**src/rtl/regfile_if.sv**
```systemverilog
// Register-file bus: write port, packed read ports, scoreboard mark/flush and status.
// The master side is the ID/WB pipeline logic; the slave side is the register file.
interface regfile_if #(
   parameter int DATA_W = 32,
   parameter int ADDR_W = 5,
   parameter int NUM_RD = 2
) ();
   logic                     writeenable;
   logic [ADDR_W-1:0]        reg_write;
   logic [DATA_W-1:0]        write_data;
   logic [NUM_RD*ADDR_W-1:0] read_addr;
   logic [NUM_RD*DATA_W-1:0] read_data;
   logic [NUM_RD-1:0]        read_busy;
   logic                     mark_en;
   logic [ADDR_W-1:0]        mark_addr;
   logic                     flush;
   logic [ADDR_W:0]          busy_count;

   modport master (
      output writeenable, reg_write, write_data, read_addr, mark_en, mark_addr, flush,
      input  read_data, read_busy, busy_count
   );

   modport slave (
      input  writeenable, reg_write, write_data, read_addr, mark_en, mark_addr, flush,
      output read_data, read_busy, busy_count
   );
endinterface

```
**src/rtl/regfile_scoreboard.sv**
```systemverilog
// Parametrised register file with hardwired x0, write-to-read bypass and a
// per-register busy scoreboard for long-latency producers.
module regfile_scoreboard #(
   parameter int DATA_W   = 32,
   parameter int ADDR_W   = 5,
   parameter int NUM_RD   = 2,
   parameter int ZERO_REG = 1,
   parameter int BYPASS   = 1
) (
   input logic     clk,
   input logic     rst,
   regfile_if.slave bus
);
   localparam int DEPTH = 1 << ADDR_W;

   logic [DATA_W-1:0]        mem_reg [DEPTH];
   logic [DEPTH-1:0]         busy_reg;
   logic [DEPTH-1:0]         busy_next;
   logic [ADDR_W:0]          busy_count_reg;
   logic [ADDR_W:0]          busy_count_next;
   logic [NUM_RD*DATA_W-1:0] rd_data;
   logic [NUM_RD-1:0]        rd_busy;
   logic [ADDR_W-1:0]        rd_addr;
   logic                     wr_ok;
   logic                     mark_ok;

   // x0 swallows both writes and marks when hardwired to zero
   assign wr_ok   = bus.writeenable && !((ZERO_REG != 0) && (bus.reg_write == '0));
   assign mark_ok = bus.mark_en && !((ZERO_REG != 0) && (bus.mark_addr == '0));

   // Register storage; cleared wholesale on reset
   always_ff @(posedge clk or negedge rst) begin
      if (!rst) begin
         for (int i = 0; i < DEPTH; i++) mem_reg[i] <= '0;
      end else if (wr_ok) begin
         mem_reg[bus.reg_write] <= bus.write_data;
      end
   end

   // Busy update: flush beats everything, then a new mark beats the write-back clear
   always_comb begin
      busy_next = busy_reg;
      if (bus.flush) begin
         busy_next = '0;
      end else begin
         if (wr_ok)   busy_next[bus.reg_write] = 1'b0;
         if (mark_ok) busy_next[bus.mark_addr] = 1'b1;
      end
   end

   // Popcount of the next busy vector so the registered count tracks busy exactly
   always_comb begin
      busy_count_next = '0;
      for (int i = 0; i < DEPTH; i++)
         busy_count_next = busy_count_next + {{ADDR_W{1'b0}}, busy_next[i]};
   end

   // Scoreboard state and its population count
   always_ff @(posedge clk or negedge rst) begin
      if (!rst) begin
         busy_reg       <= '0;
         busy_count_reg <= '0;
      end else begin
         busy_reg       <= busy_next;
         busy_count_reg <= busy_count_next;
      end
   end

   // Combinational read ports with x0 forcing and same-cycle write forwarding
   always_comb begin
      rd_data = '0;
      rd_busy = '0;
      rd_addr = '0;
      for (int k = 0; k < NUM_RD; k++) begin
         rd_addr = bus.read_addr[k*ADDR_W +: ADDR_W];
         if ((ZERO_REG != 0) && (rd_addr == '0)) begin
            rd_data[k*DATA_W +: DATA_W] = '0;
            rd_busy[k]                  = 1'b0;
         end else if ((BYPASS != 0) && wr_ok && (bus.reg_write == rd_addr)) begin
            rd_data[k*DATA_W +: DATA_W] = bus.write_data;
            // the retiring write resolves the hazard unless a new producer claims it now
            rd_busy[k] = (mark_ok && (bus.mark_addr == rd_addr)) ? busy_reg[rd_addr] : 1'b0;
         end else begin
            rd_data[k*DATA_W +: DATA_W] = mem_reg[rd_addr];
            rd_busy[k]                  = busy_reg[rd_addr];
         end
      end
   end

   assign bus.read_data  = rd_data;
   assign bus.read_busy  = rd_busy;
   assign bus.busy_count = busy_count_reg;
endmodule

```
**src/flat_wrapper.sv**
```systemverilog
// flat-port wrapper written by rule: the top's interface ports become plain ports
module regfile_scoreboard_flat 
#(
   parameter int DATA_W   = 32,
   parameter int ADDR_W   = 5,
   parameter int NUM_RD   = 2,
   parameter int ZERO_REG = 1,
   parameter int BYPASS   = 1
)
  (clk, rst, bus_writeenable, bus_reg_write, bus_write_data, bus_read_addr, bus_mark_en, bus_mark_addr, bus_flush, bus_read_data, bus_read_busy, bus_busy_count);
  regfile_if #(.DATA_W(DATA_W), .ADDR_W(ADDR_W), .NUM_RD(NUM_RD)) bus_i ();
  input logic clk;
  input logic rst;
  input wire logic [$bits(bus_i.writeenable)-1:0] bus_writeenable;
  input wire logic [$bits(bus_i.reg_write)-1:0] bus_reg_write;
  input wire logic [$bits(bus_i.write_data)-1:0] bus_write_data;
  input wire logic [$bits(bus_i.read_addr)-1:0] bus_read_addr;
  input wire logic [$bits(bus_i.mark_en)-1:0] bus_mark_en;
  input wire logic [$bits(bus_i.mark_addr)-1:0] bus_mark_addr;
  input wire logic [$bits(bus_i.flush)-1:0] bus_flush;
  output wire logic [$bits(bus_i.read_data)-1:0] bus_read_data;
  output wire logic [$bits(bus_i.read_busy)-1:0] bus_read_busy;
  output wire logic [$bits(bus_i.busy_count)-1:0] bus_busy_count;
  assign bus_i.writeenable = bus_writeenable;
  assign bus_i.reg_write = bus_reg_write;
  assign bus_i.write_data = bus_write_data;
  assign bus_i.read_addr = bus_read_addr;
  assign bus_i.mark_en = bus_mark_en;
  assign bus_i.mark_addr = bus_mark_addr;
  assign bus_i.flush = bus_flush;
  assign bus_read_data = bus_i.read_data;
  assign bus_read_busy = bus_i.read_busy;
  assign bus_busy_count = bus_i.busy_count;
  regfile_scoreboard #(.DATA_W(DATA_W), .ADDR_W(ADDR_W), .NUM_RD(NUM_RD), .ZERO_REG(ZERO_REG), .BYPASS(BYPASS)) u_core (.clk(clk), .rst(rst), .bus(bus_i));
endmodule
```
**config.mk**
```make
export PLATFORM = sky130hd
export DESIGN_NAME = regfile_scoreboard_flat
export DESIGN_NICKNAME = d
export VERILOG_FILES = /design/src/rtl/regfile_if.sv /design/src/rtl/regfile_scoreboard.sv /design/src/flat_wrapper.sv
export SDC_FILE = /design/constraint.sdc
export NUM_CORES = 2
export LEC_CHECK = 0
export CAP_MARGIN = 20
export CORE_MARGIN = 2
export CORE_UTILIZATION = 50
export CTS_BUF_LIST = sky130_fd_sc_hd__clkbuf_2 sky130_fd_sc_hd__clkbuf_4 sky130_fd_sc_hd__clkbuf_8
export CTS_CLUSTER_DIAMETER = 80
export DETAILED_ROUTE_END_ITERATION = 7
export HOLD_SLACK_MARGIN = 0.15
export PLACE_DENSITY = 0.76
export SYNTH_ARGS = -nofsm -noshare
export SYNTH_HDL_FRONTEND = slang
export SYNTH_SLANG_ARGS = --single-unit
```
**constraint.sdc**
```tcl
create_clock -name clk -period 10.5 [get_ports clk]
set_input_delay 1.05 -clock clk [delete_from_list [all_inputs] [get_ports clk]]
set_output_delay 1.05 -clock clk [all_outputs]
set_load 0.01 [all_outputs]
```
After elaboration in Yosys (flattened, before gate mapping):

Cells that the tools add are included.
Widths: inputs -> output; s select.

* bits in registers: 1062
* latch bits: 0
* bits in writable memories: 0
* bits in read-only memories: 0
* memories kept: 0

* add/sub/neg operators: 31
* multipliers: 0
* divide/modulo/power cells: 0
* $lt $le $gt $ge: 10
* eq/ne operators: 4
* shifts and indexed selects: 0
* multiplexer cells: 31
* bitwise logic cells: 6
* reductions and logical operators: 15

Operators by type and width (count)
* $bwmux 1024: 1
* $mux 32: 13
* $bmux 32 s5: 2
* $add 6x1->6: 30
* $demux 32 s5: 1
* $and 32x32->32: 1
* $not 32->32: 1
* $or 32x32->32: 1
* $lt 5x6->1 const B: 4
* $eq 5x5->1: 4
* $logic_not 5->1: 4
* $ge 6x6->1 const B: 3
* $not 5->6: 3
* $bmux 1 s5: 2
* $demux 1 s5: 2
* $ge 5x1->1 const B: 2
* $mux 1: 10
* $logic_and 1x1->1: 9
* $lt 6x1->1 const B: 1
* $add 1x1->2: 1
* $logic_not 1->1: 2

Depth between registers and ports, before layout:

* word-level depth: 42
* depth in mapped cells: 24
* depth with buffers taken out: 22

Worst setup path before layout:

Ideal clock, no wire load.

* kind: input -> register
* from: input port bus_reg_write[1]
* to: register u_core.busy_count_reg[4], in the netlist u_core.bus.busy_count[4]
* arrival time: 6424 ps
* required time: 10420 ps
* path slack: 3996 ps
* cell stages on the path: 23
* path buffers: 3
* cell sequence: buf_2 > and3b_1 > clkbuf_1 > nand2_1 > buf_1 > a22oi_1 > nor2_1 > ha_1 > inv_1 > fa_1 > fa_1 > fa_1 > fa_1 > fa_1 > inv_1 > fa_1 > fa_1 > inv_1 > fa_1 > inv_1 > a21o_1 > a21oi_1 > xnor2_1

* cells in the longest elaborated chain, start to end: 42
* elaborated cells between the ends (all ways): 46
* those cells by class: 31 x add/sub; 2 x order compare; 6 x mux; 3 x bitwise; 4 x reduce/logical

Ends and longest elaborated chain
* start, declared: RTL line flat_wrapper.sv:15 `input wire logic [$bits(bus_i.reg_write)-1:0] bus_reg_write;`
* $lt 5x6->1 (not written as such) or $ge 5x1->1 (tied branches): RTL line regfile_scoreboard.sv:46 `if (wr_ok) busy_next[bus.reg_write] = 1'b0;`
* $logic_and 1x1->1 (not written as such): RTL line regfile_scoreboard.sv:46
* $mux 1 (not written as such): RTL line regfile_scoreboard.sv:46
* $demux 1 s5
* $not 32->32 (no source line)
* $and 32x32->32 (no source line)
* $mux 32 (*): RTL line regfile_scoreboard.sv:46
* $mux 32 (*): RTL line regfile_scoreboard.sv:43 `if (bus.flush) begin`
* $or 32x32->32 (no source line)
* $mux 32 (*): RTL line regfile_scoreboard.sv:47 `if (mark_ok) busy_next[bus.mark_addr] = 1'b1;`
* $mux 32 (*): RTL line regfile_scoreboard.sv:43
* named net u_core.busy_next[1]: RTL line regfile_scoreboard.sv:18 `logic [DEPTH-1:0] busy_next;`
* $add 1x1->2 (*): RTL line regfile_scoreboard.sv:55 `busy_count_next = busy_count_next + {{ADDR_W{1'b0}}, busy_next[i]};`
* $add 6x1->6 (*) (30 in a row): RTL line regfile_scoreboard.sv:55
* named net u_core.busy_count_next[4]: RTL line regfile_scoreboard.sv:20 `logic [ADDR_W:0] busy_count_next;`
* end signal, assigned: RTL line regfile_scoreboard.sv:65 `busy_count_reg <= busy_count_next;`
* end, declared: RTL line regfile_scoreboard.sv:19 `logic [ADDR_W:0] busy_count_reg;`

Mark *: on every way through the listed nets, which the timed path passes. The rest lies on a longest branch. The select of a mux whose other input is x is not followed.
A chain may end at the register's enable or synchronous reset.

Worst setup path after layout:

* from: input port bus_reg_write[3]
* to: register u_core.busy_count_reg[4], in the netlist u_core.bus.busy_count[4]

* cells in the longest elaborated chain, start to end: 42
* elaborated cells between the ends (all ways): 46
* those cells by class: 31 x add/sub; 2 x order compare; 6 x mux; 3 x bitwise; 4 x reduce/logical

Ends and longest elaborated chain (RTL line)
* $lt 5x6->1 (not written as such) or $ge 5x1->1 (tied branches): regfile_scoreboard.sv:46
* $logic_and 1x1->1 (not written as such): regfile_scoreboard.sv:46
* $mux 1 (not written as such): regfile_scoreboard.sv:46
* $demux 1 s5
* $not 32->32 (no source line)
* $and 32x32->32 (no source line)
* $mux 32 (*): regfile_scoreboard.sv:46
* $mux 32 (*): regfile_scoreboard.sv:43
* $or 32x32->32 (no source line)
* $mux 32 (*): regfile_scoreboard.sv:47
* $mux 32 (*): regfile_scoreboard.sv:43
* $add 1x1->2: regfile_scoreboard.sv:55
* $add 6x1->6 (29 in a row): regfile_scoreboard.sv:55
* $add 6x1->6 (*): regfile_scoreboard.sv:55
* named net u_core.busy_count_next[4]: regfile_scoreboard.sv:20

Marked as above.

==> flow_metrics.env <==
export IMPL_status="finished clean"
export IMPL_path_cells="clkdlybuf4s50_1 -> nor3b_1 -> nand2_2 -> buf_4 -> nand2_1 -> a21o_1 -> fa_1 -> inv_1 -> fa_1 -> inv_1 -> fa_1 -> fa_1 -> fa_1 -> inv_1 -> fa_1 -> fa_1 -> inv_1 -> fa_1 -> inv_1 -> a21o_1 -> a21oi_1 -> xnor2_1"
export IMPL_numCtsBuffers=174
export IMPL_ioPinCount=129
export IMPL_grt_overflow=0
export IMPL_grt_setup_unrepaired="false"
export IMPL_core_region_area_sq_mm=0.1162
export IMPL_rows=125
export IMPL_async_reset_ff_frac=1.000
export IMPL_ir_drop_uv=117.6
export IMPL_wl_met3_um=21160
export IMPL_cp_slowest_cell="buf_4"
export IMPL_worst_slack_ps=3712
export IMPL_cts_tree="yes"
export IMPL_power_mw=11.79
export IMPL_dpl_worst_slack_ps=2881
export IMPL_p_per_area_mw_per_mm2=182.2
export IMPL_vias=40610
export IMPL_finalCritPeriodShare=0.6465
export IMPL_antenna_found_initial=11
export IMPL_hpwl_um=105300
export IMPL_final_antenna_net_count=0
export IMPL_path_common_cell="fa_1"
export IMPL_synth_area_sq_mm=0.05856
export IMPL_worstSkewPairLatency_ps=880
export IMPL_track_usage=0.3165
export IMPL_p_switching_mw=3.349
export IMPL_p_seq_frac=0.458
export IMPL_fin_skew_ps=18.25
export IMPL_drtIter0Drc=5582
export IMPL_clockBufferDepth=3
export IMPL_wl_met2_um=86640
export IMPL_critPathLaunchType="primary input"
export IMPL_drc=0
export IMPL_synth_compound_area_share=0.05910
export IMPL_ys_seq_area_frac=0.4538
export IMPL_die_y_um=346.2
export IMPL_wire_per_inst_um=32.38
export IMPL_die_area_sq_mm=0.1199
export IMPL_synthXorXnorAreaFrac=0.003440
export IMPL_tightestPinTransition_ps=1257
export IMPL_port_buffers=128
export IMPL_setup_viol=0
export IMPL_grt_max_degree=165
export IMPL_synth_adder_area_share=0.009914
export IMPL_ctsHoldBuffers=0
export IMPL_endpoint_kind="flip-flop"
export IMPL_cts_clk_slew_worst_paths_ps=60
export IMPL_vias_per_cell=6.889
export IMPL_fmax_mhz=147.3
export IMPL_synth_seq_cells=1062
export IMPL_critPathKind="primary input to flip-flop"
export IMPL_pwr_share_clk=0.333
export IMPL_post_route_min_period_ps=6788
export IMPL_p_int_mw=8.446
export IMPL_yosysWarnings=0
export IMPL_dieWidth_um=346.2
export IMPL_p_leak_nw=28.33
export IMPL_gp_congestion=0.9274
export IMPL_hold_viol=0
export IMPL_grt_pass1_wl_um=279300
export IMPL_hold_class="primary input to asynchronous set/reset pin"
export IMPL_final_nets=4324
export IMPL_relSlewSlack=0.1621
export IMPL_syn2layout_area_growth_pct=10.54
export IMPL_critPathArrivalTime_ps=7580
export IMPL_synthSimpleGateAreaFrac=0.03487
export IMPL_cts_sinks=1062
export IMPL_syn_nets=4338
export IMPL_initial_core_util=0.5039
export IMPL_drive_above_1_share=0.4453
export IMPL_p_sw_frac=0.2839
export IMPL_synth_distinct_cells=65
export IMPL_top_layer="met5"
export IMPL_muxShareOfSynthArea=0.3964
export IMPL_pwr_share_comb=0.209
export IMPL_hold_ws_ps=252.8
export IMPL_finalSetupTns_ps=0
export IMPL_largest_reg_flops=1024
export IMPL_ctsResizeCount=0
export IMPL_critical_path_max_stage_delay_ps=750
export IMPL_path_max_fanout=33
export IMPL_avgSynthCellArea_sq_um=13.78
export IMPL_critical_path_top_delay_family="adder cells"
export IMPL_grt_pass1_vias=41200
export IMPL_synth_cells=4249
export IMPL_slew_viol_final=0
export IMPL_synth_edff_count=0
export IMPL_cp_required_ps=11290
export IMPL_path_buf_inv=7
export IMPL_synth_top_flop_cell="dfrtp_1"
export IMPL_wirelength_um=190900
export IMPL_cts_setup_buffers=0
export IMPL_synth_top_family_by_area="multiplexers"
export IMPL_root_buffer="clkbuf_8"
export IMPL_drv_cap=0
export IMPL_first_pass_iters=6
export IMPL_htree_levels=4
export IMPL_wl_met1_um=71090
stage by stage:
step,util,std cells,cell area [sq um]
after detailed placement,0.5228,5574,60750
final,0.5571,5895,64730
after global routing,0.5570,5894,64730
after floorplan,-,4249,58560
after global placement,0.5228,5574,60750
after CTS,0.5553,5883,64530
cells in the final DEF, fill, tap and decap left out, types with 8 or more instances in the layout:
cell and instances:
a211oi_1 44, nand2_2 17, clkinv_2 16, fa_1 24, a21oi_1 55, xnor2_1 8
inv_1 56, a221oi_1 26, and3_1 9, o21ai_0 44, clkbuf_8 220, xor2_1 15
o211ai_1 30, mux2_2 1039, a22oi_1 69, nor2_4 16, o221ai_1 11, a31oi_1 11
o21bai_1 9, clkdlybuf4s50_1 117, a211o_1 23, nand3_1 27, clkbuf_4 51, nor2_1 93
dfrtp_1 1062, nand2_1 115, mux4_2 390, buf_4 123, nand2b_1 13, nor3_1 75
nor2b_1 23, o22ai_1 94, a21o_1 20, ha_1 8, mux2i_1 254
final cells by class:
class | count | area [sq um]
multi-input cells | 2674 | 29710
inverters | 57 | 214.0
fillers | 9214 | 51470
repair buffers | 266 | 2539
well taps | 1524 | 1907
diodes | 3 | 7.507
clock inverters | 39 | 384.1
flip-flops and latches | 1062 | 26580
clock buffers | 270 | 3397
cell usage after synthesis, drive strengths merged (11+ instances only):
cell type,number,share of area
clkbuf,248,0.016
nand2,132,0.0085
a211oi,44,0.0056
o22ai,94,0.010
o211ai,30,0.0038
a21o,20,0.0026
a221oi,26,0.0039
o21ai,48,0.0041
mux4,397,0.15
mux2i,254,0.043
xor2,15,0.0022
nor3,78,0.0069
nor2,114,0.0074
a22oi,69,0.0088
buf,208,0.023
fa,24,0.0082
inv,56,0.0036
mux2,1039,0.20
a211o,23,0.0034
dfrtp,1062,0.45
o221ai,11,0.0016
nand2b,14,0.0015
nor2b,24,0.0026
a21oi,55,0.0047
and3,11,0.0012
nand3,29,0.0025
a31oi,11,0.0012
per-layer routing:
metal  GRT usage  up-vias
met4      0.1731       16
met5           0        -
li1            -    16150
met2      0.4848     2574
met3     0.08680      661
met1      0.4099    21210
worst reg2reg max path: stages (launching register included):
cell,delay [ps]
dfrtp_1,390
nand2_1,60
a21oi_1,230
inv_1,90
fa_1,470
fa_1,570
inv_1,70
fa_1,480
inv_1,50
fa_1,460
fa_1,500
inv_1,60
fa_1,450
fa_1,400
inv_1,100
fa_1,210
inv_1,50
a21o_1,170
a21oi_1,180
xnor2_1,140
final timing paths:
| path | startpoint | to | slack (ps) | cells past startpoint |
|---|---|---|---|---|
| min | rst | u_core.mem_reg[347]$_DFFE_PN0P_ | 250 | 1 |
| max in group asynchronous | rst | u_core.mem_reg[388]$_DFFE_PN0P_ | 7910 | 3 |
| min reg2reg | u_core.mem_reg[998]$_DFFE_PN0P_ | u_core.mem_reg[998]$_DFFE_PN0P_ | 400 | 0 |
| min in group clk | u_core.mem_reg[998]$_DFFE_PN0P_ | u_core.mem_reg[998]$_DFFE_PN0P_ | 400 | 0 |
| max | bus_reg_write[3] | u_core.bus.busy_count[4]$_DFF_PN0_ | 3710 | 22 |
| max reg2reg | u_core.busy_reg[18]$_DFF_PN0_ | u_core.bus.busy_count[4]$_DFF_PN0_ | 5290 | 19 |
cells by family (layout without fill, tap and decap cells):
family | after synthesis | after routing
mux | 1690 | 1690
flops | 1062 | 1062
buf+inv | 513 | 632
compound gates | 493 | 493
simple gates | 436 | 436
fa+ha+maj | 32 | 32
xor+xnor | 23 | 23
other cells | 0 | 3
power by group through the flow:
stage	sequential [mW]	combinational [mW]	clock [mW]
2_1_floorplan	5.26	1.84	0
3_3_place_gp	5.38	2.38	0
3_5_place_dp	5.44	2.44	0
4_1_cts	5.37	2.45	3.95
5_1_grt	5.48	2.63	4.15
6_report	5.40	2.47	3.92
Note: power is estimated with default switching activity, not from simulation.
